**src/rtl/wb_arbiter.sv**
```systemverilog
// Writeback arbiter: per-source FIFOs for ALU and LSU results feeding one registered RF write port.
// Define WB_ARB_STARVE_EN to compile in the ALU anti-starvation counter (default build: strict LSU priority).
module wb_arbiter #(
    parameter int XLEN       = 32,
    parameter int FIFO_DEPTH = 2,
    parameter int MAX_WAIT   = 4
) (
    input  logic            clk,
    input  logic            rst,
    input  logic            alu_valid,
    output logic            alu_ready,
    input  logic [4:0]      alu_rd,
    input  logic [XLEN-1:0] alu_data,
    input  logic            lsu_valid,
    output logic            lsu_ready,
    input  logic [4:0]      lsu_rd,
    input  logic [XLEN-1:0] lsu_data,
    output logic            rf_we,
    output logic [4:0]      rf_rd_addr,
    output logic [XLEN-1:0] rf_rd_data,
    output logic            pending
);
    localparam int PW = $clog2(FIFO_DEPTH);
    localparam int CW = PW + 1;
    localparam logic [CW-1:0] DEPTH_C = CW'(FIFO_DEPTH);

    if (FIFO_DEPTH < 2 || (FIFO_DEPTH & (FIFO_DEPTH - 1)) != 0 || MAX_WAIT < 1) begin : gBadParams
        $error("wb_arbiter: FIFO_DEPTH must be a power of two >= 2 and MAX_WAIT >= 1");
    end

    logic [4:0]      aluRdMem_q   [FIFO_DEPTH];
    logic [XLEN-1:0] aluDataMem_q [FIFO_DEPTH];
    logic [4:0]      lsuRdMem_q   [FIFO_DEPTH];
    logic [XLEN-1:0] lsuDataMem_q [FIFO_DEPTH];
    logic [PW-1:0]   aluWptr_q, aluRptr_q, lsuWptr_q, lsuRptr_q;
    logic [CW-1:0]   aluCount_q, aluCount_d, lsuCount_q, lsuCount_d;
    logic            rfWe_q, rfWe_d;
    logic [4:0]      rfAddr_q, rfAddr_d;
    logic [XLEN-1:0] rfData_q, rfData_d;
    logic            aluPush, lsuPush, aluNonEmpty, lsuNonEmpty;
    logic            aluGrant, lsuGrant, aluForce;

    assign alu_ready   = !rst && (aluCount_q < DEPTH_C);
    assign lsu_ready   = !rst && (lsuCount_q < DEPTH_C);
    assign aluPush     = alu_valid && alu_ready;
    assign lsuPush     = lsu_valid && lsu_ready;
    assign aluNonEmpty = (aluCount_q != '0);
    assign lsuNonEmpty = (lsuCount_q != '0);
    assign pending     = aluNonEmpty || lsuNonEmpty;

    // LSU wins contested cycles unless the starvation override forces the ALU head through.
    assign lsuGrant = lsuNonEmpty && !(aluNonEmpty && aluForce);
    assign aluGrant = aluNonEmpty && !lsuGrant;

`ifdef WB_ARB_STARVE_EN
    localparam int SW = $clog2(MAX_WAIT + 1);
    localparam logic [SW-1:0] MAX_WAIT_C = SW'(MAX_WAIT);
    logic [SW-1:0] starve_q, starve_d;

    assign aluForce = (starve_q == MAX_WAIT_C);

    always_comb begin
        starve_d = starve_q;
        if (!aluNonEmpty || aluGrant) begin
            starve_d = '0;
        end else if (lsuGrant && !aluForce) begin
            starve_d = starve_q + SW'(1);
        end
    end

    always_ff @(posedge clk) begin
        if (rst) starve_q <= '0;
        else     starve_q <= starve_d;
    end
`else
    assign aluForce = 1'b0;
`endif

    always_comb begin
        aluCount_d = aluCount_q + CW'(aluPush) - CW'(aluGrant);
        lsuCount_d = lsuCount_q + CW'(lsuPush) - CW'(lsuGrant);
        rfWe_d     = 1'b0;
        rfAddr_d   = rfAddr_q;
        rfData_d   = rfData_q;
        // Writes to x0 are consumed but never reach the port.
        if (lsuGrant) begin
            rfWe_d   = (lsuRdMem_q[lsuRptr_q] != 5'd0);
            rfAddr_d = lsuRdMem_q[lsuRptr_q];
            rfData_d = lsuDataMem_q[lsuRptr_q];
        end else if (aluGrant) begin
            rfWe_d   = (aluRdMem_q[aluRptr_q] != 5'd0);
            rfAddr_d = aluRdMem_q[aluRptr_q];
            rfData_d = aluDataMem_q[aluRptr_q];
        end
    end

    always_ff @(posedge clk) begin
        if (aluPush) begin
            aluRdMem_q[aluWptr_q]   <= alu_rd;
            aluDataMem_q[aluWptr_q] <= alu_data;
        end
        if (lsuPush) begin
            lsuRdMem_q[lsuWptr_q]   <= lsu_rd;
            lsuDataMem_q[lsuWptr_q] <= lsu_data;
        end
    end

    always_ff @(posedge clk) begin
        if (rst) begin
            aluWptr_q  <= '0;
            aluRptr_q  <= '0;
            aluCount_q <= '0;
            lsuWptr_q  <= '0;
            lsuRptr_q  <= '0;
            lsuCount_q <= '0;
            rfWe_q     <= 1'b0;
            rfAddr_q   <= '0;
            rfData_q   <= '0;
        end else begin
            if (aluPush)  aluWptr_q <= aluWptr_q + PW'(1);
            if (aluGrant) aluRptr_q <= aluRptr_q + PW'(1);
            if (lsuPush)  lsuWptr_q <= lsuWptr_q + PW'(1);
            if (lsuGrant) lsuRptr_q <= lsuRptr_q + PW'(1);
            aluCount_q <= aluCount_d;
            lsuCount_q <= lsuCount_d;
            rfWe_q     <= rfWe_d;
            rfAddr_q   <= rfAddr_d;
            rfData_q   <= rfData_d;
        end
    end

    assign rf_we      = rfWe_q;
    assign rf_rd_addr = rfAddr_q;
    assign rf_rd_data = rfData_q;
endmodule

```
**config.mk**
```make
export PLATFORM = sky130hd
export DESIGN_NAME = wb_arbiter
export DESIGN_NICKNAME = d
export VERILOG_FILES = /design/src/rtl/wb_arbiter.sv
export SDC_FILE = /design/constraint.sdc
export NUM_CORES = 1
export LEC_CHECK = 0
export ABC_AREA = 0
export CAP_MARGIN = 30
export CORE_UTILIZATION = 31
export DETAILED_ROUTE_END_ITERATION = 8
export PLACE_DENSITY = 0.55
export SLEW_MARGIN = 20
export SYNTH_ARGS = -nofsm -noshare
export SYNTH_HDL_FRONTEND = slang
export SYNTH_SLANG_ARGS = --single-unit
```
**constraint.sdc**
```tcl
create_clock -name clk -period 3.1 [get_ports clk]
set_input_delay 0.62 -clock clk [delete_from_list [all_inputs] [get_ports clk]]
set_output_delay 0.62 -clock clk [all_outputs]
set_load 0.1 [all_outputs]
```
==> metrics.cfg <==
[setup_path]
cp.required_ps=2480
cp.arrival_ps=1530
crit_start=aluCount_q[1]$_SDFF_PP0_
cp_max_fo=7
cp-start-kind=flop
crit_path_end_kind=output pin
critPathKind=reg -> out

[floorplanning]
io_pins=119
core_um2=23500
rows=56
fp.dieW_um=157
start_util_pct=31.6
die-area_um2=24500
die_h_um=157

[detailed_routing]
vias_per_cell=4.59
first_pass_iters=4
first_iter_violations=205
wirelength_um=17200
route.antenna.remaining_nets=0
wl_per_cell_um=18.2
drc_errors=0
routed-via-count=4354

[global_routing]
grt_util_all_layers_pct=14.9
first_global_vias=4619
grt_antenna_before_repair=2
grt_overflow_total=0
grt_start_max_net_pins=41
grt_pass1_wl_um=26600

[clock_tree]
numClockSinks=196
cts_tree=yes
insertion_delay_ps=430
cts_resized=0
cts.hold.buffers_added=0
numCtsBuffers=17
clockBufferDepth=2
ctsHtreeMaxLevel=4
clk_pin_slew_ps=70
post_cts_buffers=0
cts_root_buf=clkbuf_16

[sta]
rsz0062_at_grt=false
holdWs_ps=480
hold_viol=0
finalSetupViolations=0
finClkSkew_ps=10.1
worst_pin_slew_ps=954
fin_crit_ps=2150
slew_viol_final=0
relSlewSlack_pct=36.4
finalSetupTns_ps=0
fin_ws_ps=949
finalCritPeriodShare_pct=69.4
max_clock_freq_ghz=0.465

[power]
leakage_nw=3.18
power_density_nw_per_um2=807
max-vdd-ir-drop_mv=0.423

[yosys]
avgSynthCellArea_um2=14.9
ys_types=35
yosys_warnings=0
synth.ff_latch_count=196
postSynthCellCount=497
synth_seq_area_share_pct=72.9
synthesis.area_um2=7410
syn_nets=576

[place]
dp_hpwl_um=11300
port_buffers=118
place_ws_ps=841
globalplace.congestion=0.761

[finish]
layout.nets=693
fillers=2168
drive_gt1_share_pct=26.3
syn_to_final_growth_pct=27.9

[flow_run]
maxCapViolations=0

[worst_hold_path]
hp-class=reg -> reg
hp-start=rf_rd_data[28]$_SDFFE_PP0P_

[status]
status=finished, final reports clean

routing by layer:
layer	GRT usage [%]	wire length (um)	share of wire [%]	vias up
met5	0	13	0.075	-
met4	4.34	190	1.1	2
met3	3.77	769	4.5	16
met2	25.9	8660	50	97
met1	18.2	7610	44	2149
li1	-	-	-	2090
critical path, stage by stage, from the launching register on:
cell and delay [ps]:
dfxtp_1 400, nor4_4 400, inv_2 60, buf_4 240
metrics by stage:
step / utilization (%) / instances / power [mW] / cell area (um^2)
2_1_floorplan: - / 497 / 4.92 / 7420
3_3_place_gp: 37.8 / 914 / 5.45 / 8860
3_5_place_dp: 37.8 / 914 / 5.47 / 8860
4_1_cts: 40.4 / 946 / 7.72 / 9470
5_1_grt: 40.4 / 946 / 7.95 / 9470
6_report: 40.4 / 948 / 7.65 / 9480
kinds of logic after synthesis:
kind of cell	synth area share, %
multiplexers	11.8
flip-flops	72.9
adder cells (fa/ha/maj)	0.169
AO/OA/AOI/OAI	3.58
buffers and inverters	2.21
XOR/XNOR	0.473
AND/OR/NAND/NOR	8.86
cell usage in the layout, fill, tap and decap left out, types with 4 or more instances in the layout:
| master | instances |
|---|---|
| nand2_1 | 73 |
| clkbuf_16 | 18 |
| buf_4 | 49 |
| nand3_1 | 35 |
| nor2b_1 | 4 |
| xnor2_1 | 4 |
| clkbuf_1 | 4 |
| a31oi_1 | 35 |
| clkdlybuf4s50_1 | 76 |
| dfxtp_1 | 46 |
| mux2i_1 | 5 |
| nor2_1 | 9 |
| mux2_2 | 70 |
| edfxtp_1 | 148 |
final timing paths:
kind / end / slack [ps] / cells after the start
min reg2reg: rf_rd_data[28]$_SDFFE_PP0P_ / 480 / 2
max reg2reg: rf_we$_SDFF_PP0_ / 1180 / 3
max: pending / 950 / 3
min: rf_rd_data[28]$_SDFFE_PP0P_ / 480 / 2
flip-flops by register name (all words and copies together) (netlist names), named ones only:
signal / count
lsuCount_q: 2
lsuWptr_q: 1
rf_rd_addr: 5
rf_rd_data: 32
aluRptr_q: 1
lsuDataMem_q: 64
aluWptr_q: 1
aluDataMem_q: 64
lsuRptr_q: 1
rf_we: 1
lsuRdMem_q: 10
aluCount_q: 2
aluRdMem_q: 10
final cells by class:
class,instances,area [um^2],share of cell area [%]
clock inverters,9,128,1.35
diodes,2,5.00,0.0528
clock buffers,23,479,5.06
repair buffers,128,1170,12.4
inverters,1,3.75,0.0396
multi-input cells,270,1880,19.8
well taps,319,399,4.21
flip-flops and latches,196,5410,57.1
cells in the mapped netlist, drive strengths merged:
cell | instances | area [um^2]
nand3b | 2 | 15.0
or3 | 2 | 12.5
nor2b | 4 | 25.0
inv | 1 | 3.75
nand2b | 1 | 6.26
clkbuf | 7 | 26.3
or4b | 2 | 20.0
mux2i | 5 | 50.1
nor4 | 1 | 12.5
or2 | 3 | 18.8
nor2 | 14 | 52.6
a31oi | 35 | 219
nand2 | 73 | 274
and3 | 2 | 12.5
a21oi | 2 | 10.0
mux2 | 73 | 822
edfxtp | 148 | 4440
xnor2 | 4 | 35.0
nor3 | 2 | 10.0
dfxtp | 48 | 961
ha | 1 | 12.5
o21ai | 4 | 20.0
o32ai | 1 | 8.76
nand3 | 35 | 175
buf | 23 | 134
a211oi | 1 | 7.51
or4 | 2 | 15.0
nor3b | 1 | 7.51
report_power, final:
| part | total [mW] | leakage (nW) | switching [mW] | internal, mW |
|---|---|---|---|---|
| Clock | 2.25 | 0.288 | 0.914 | 1.34 |
| Combinational | 2.10 | 1.14 | 1.48 | 0.620 |
| Sequential | 3.30 | 1.75 | 0.211 | 3.09 |
(Power assumes the default switching activity.)
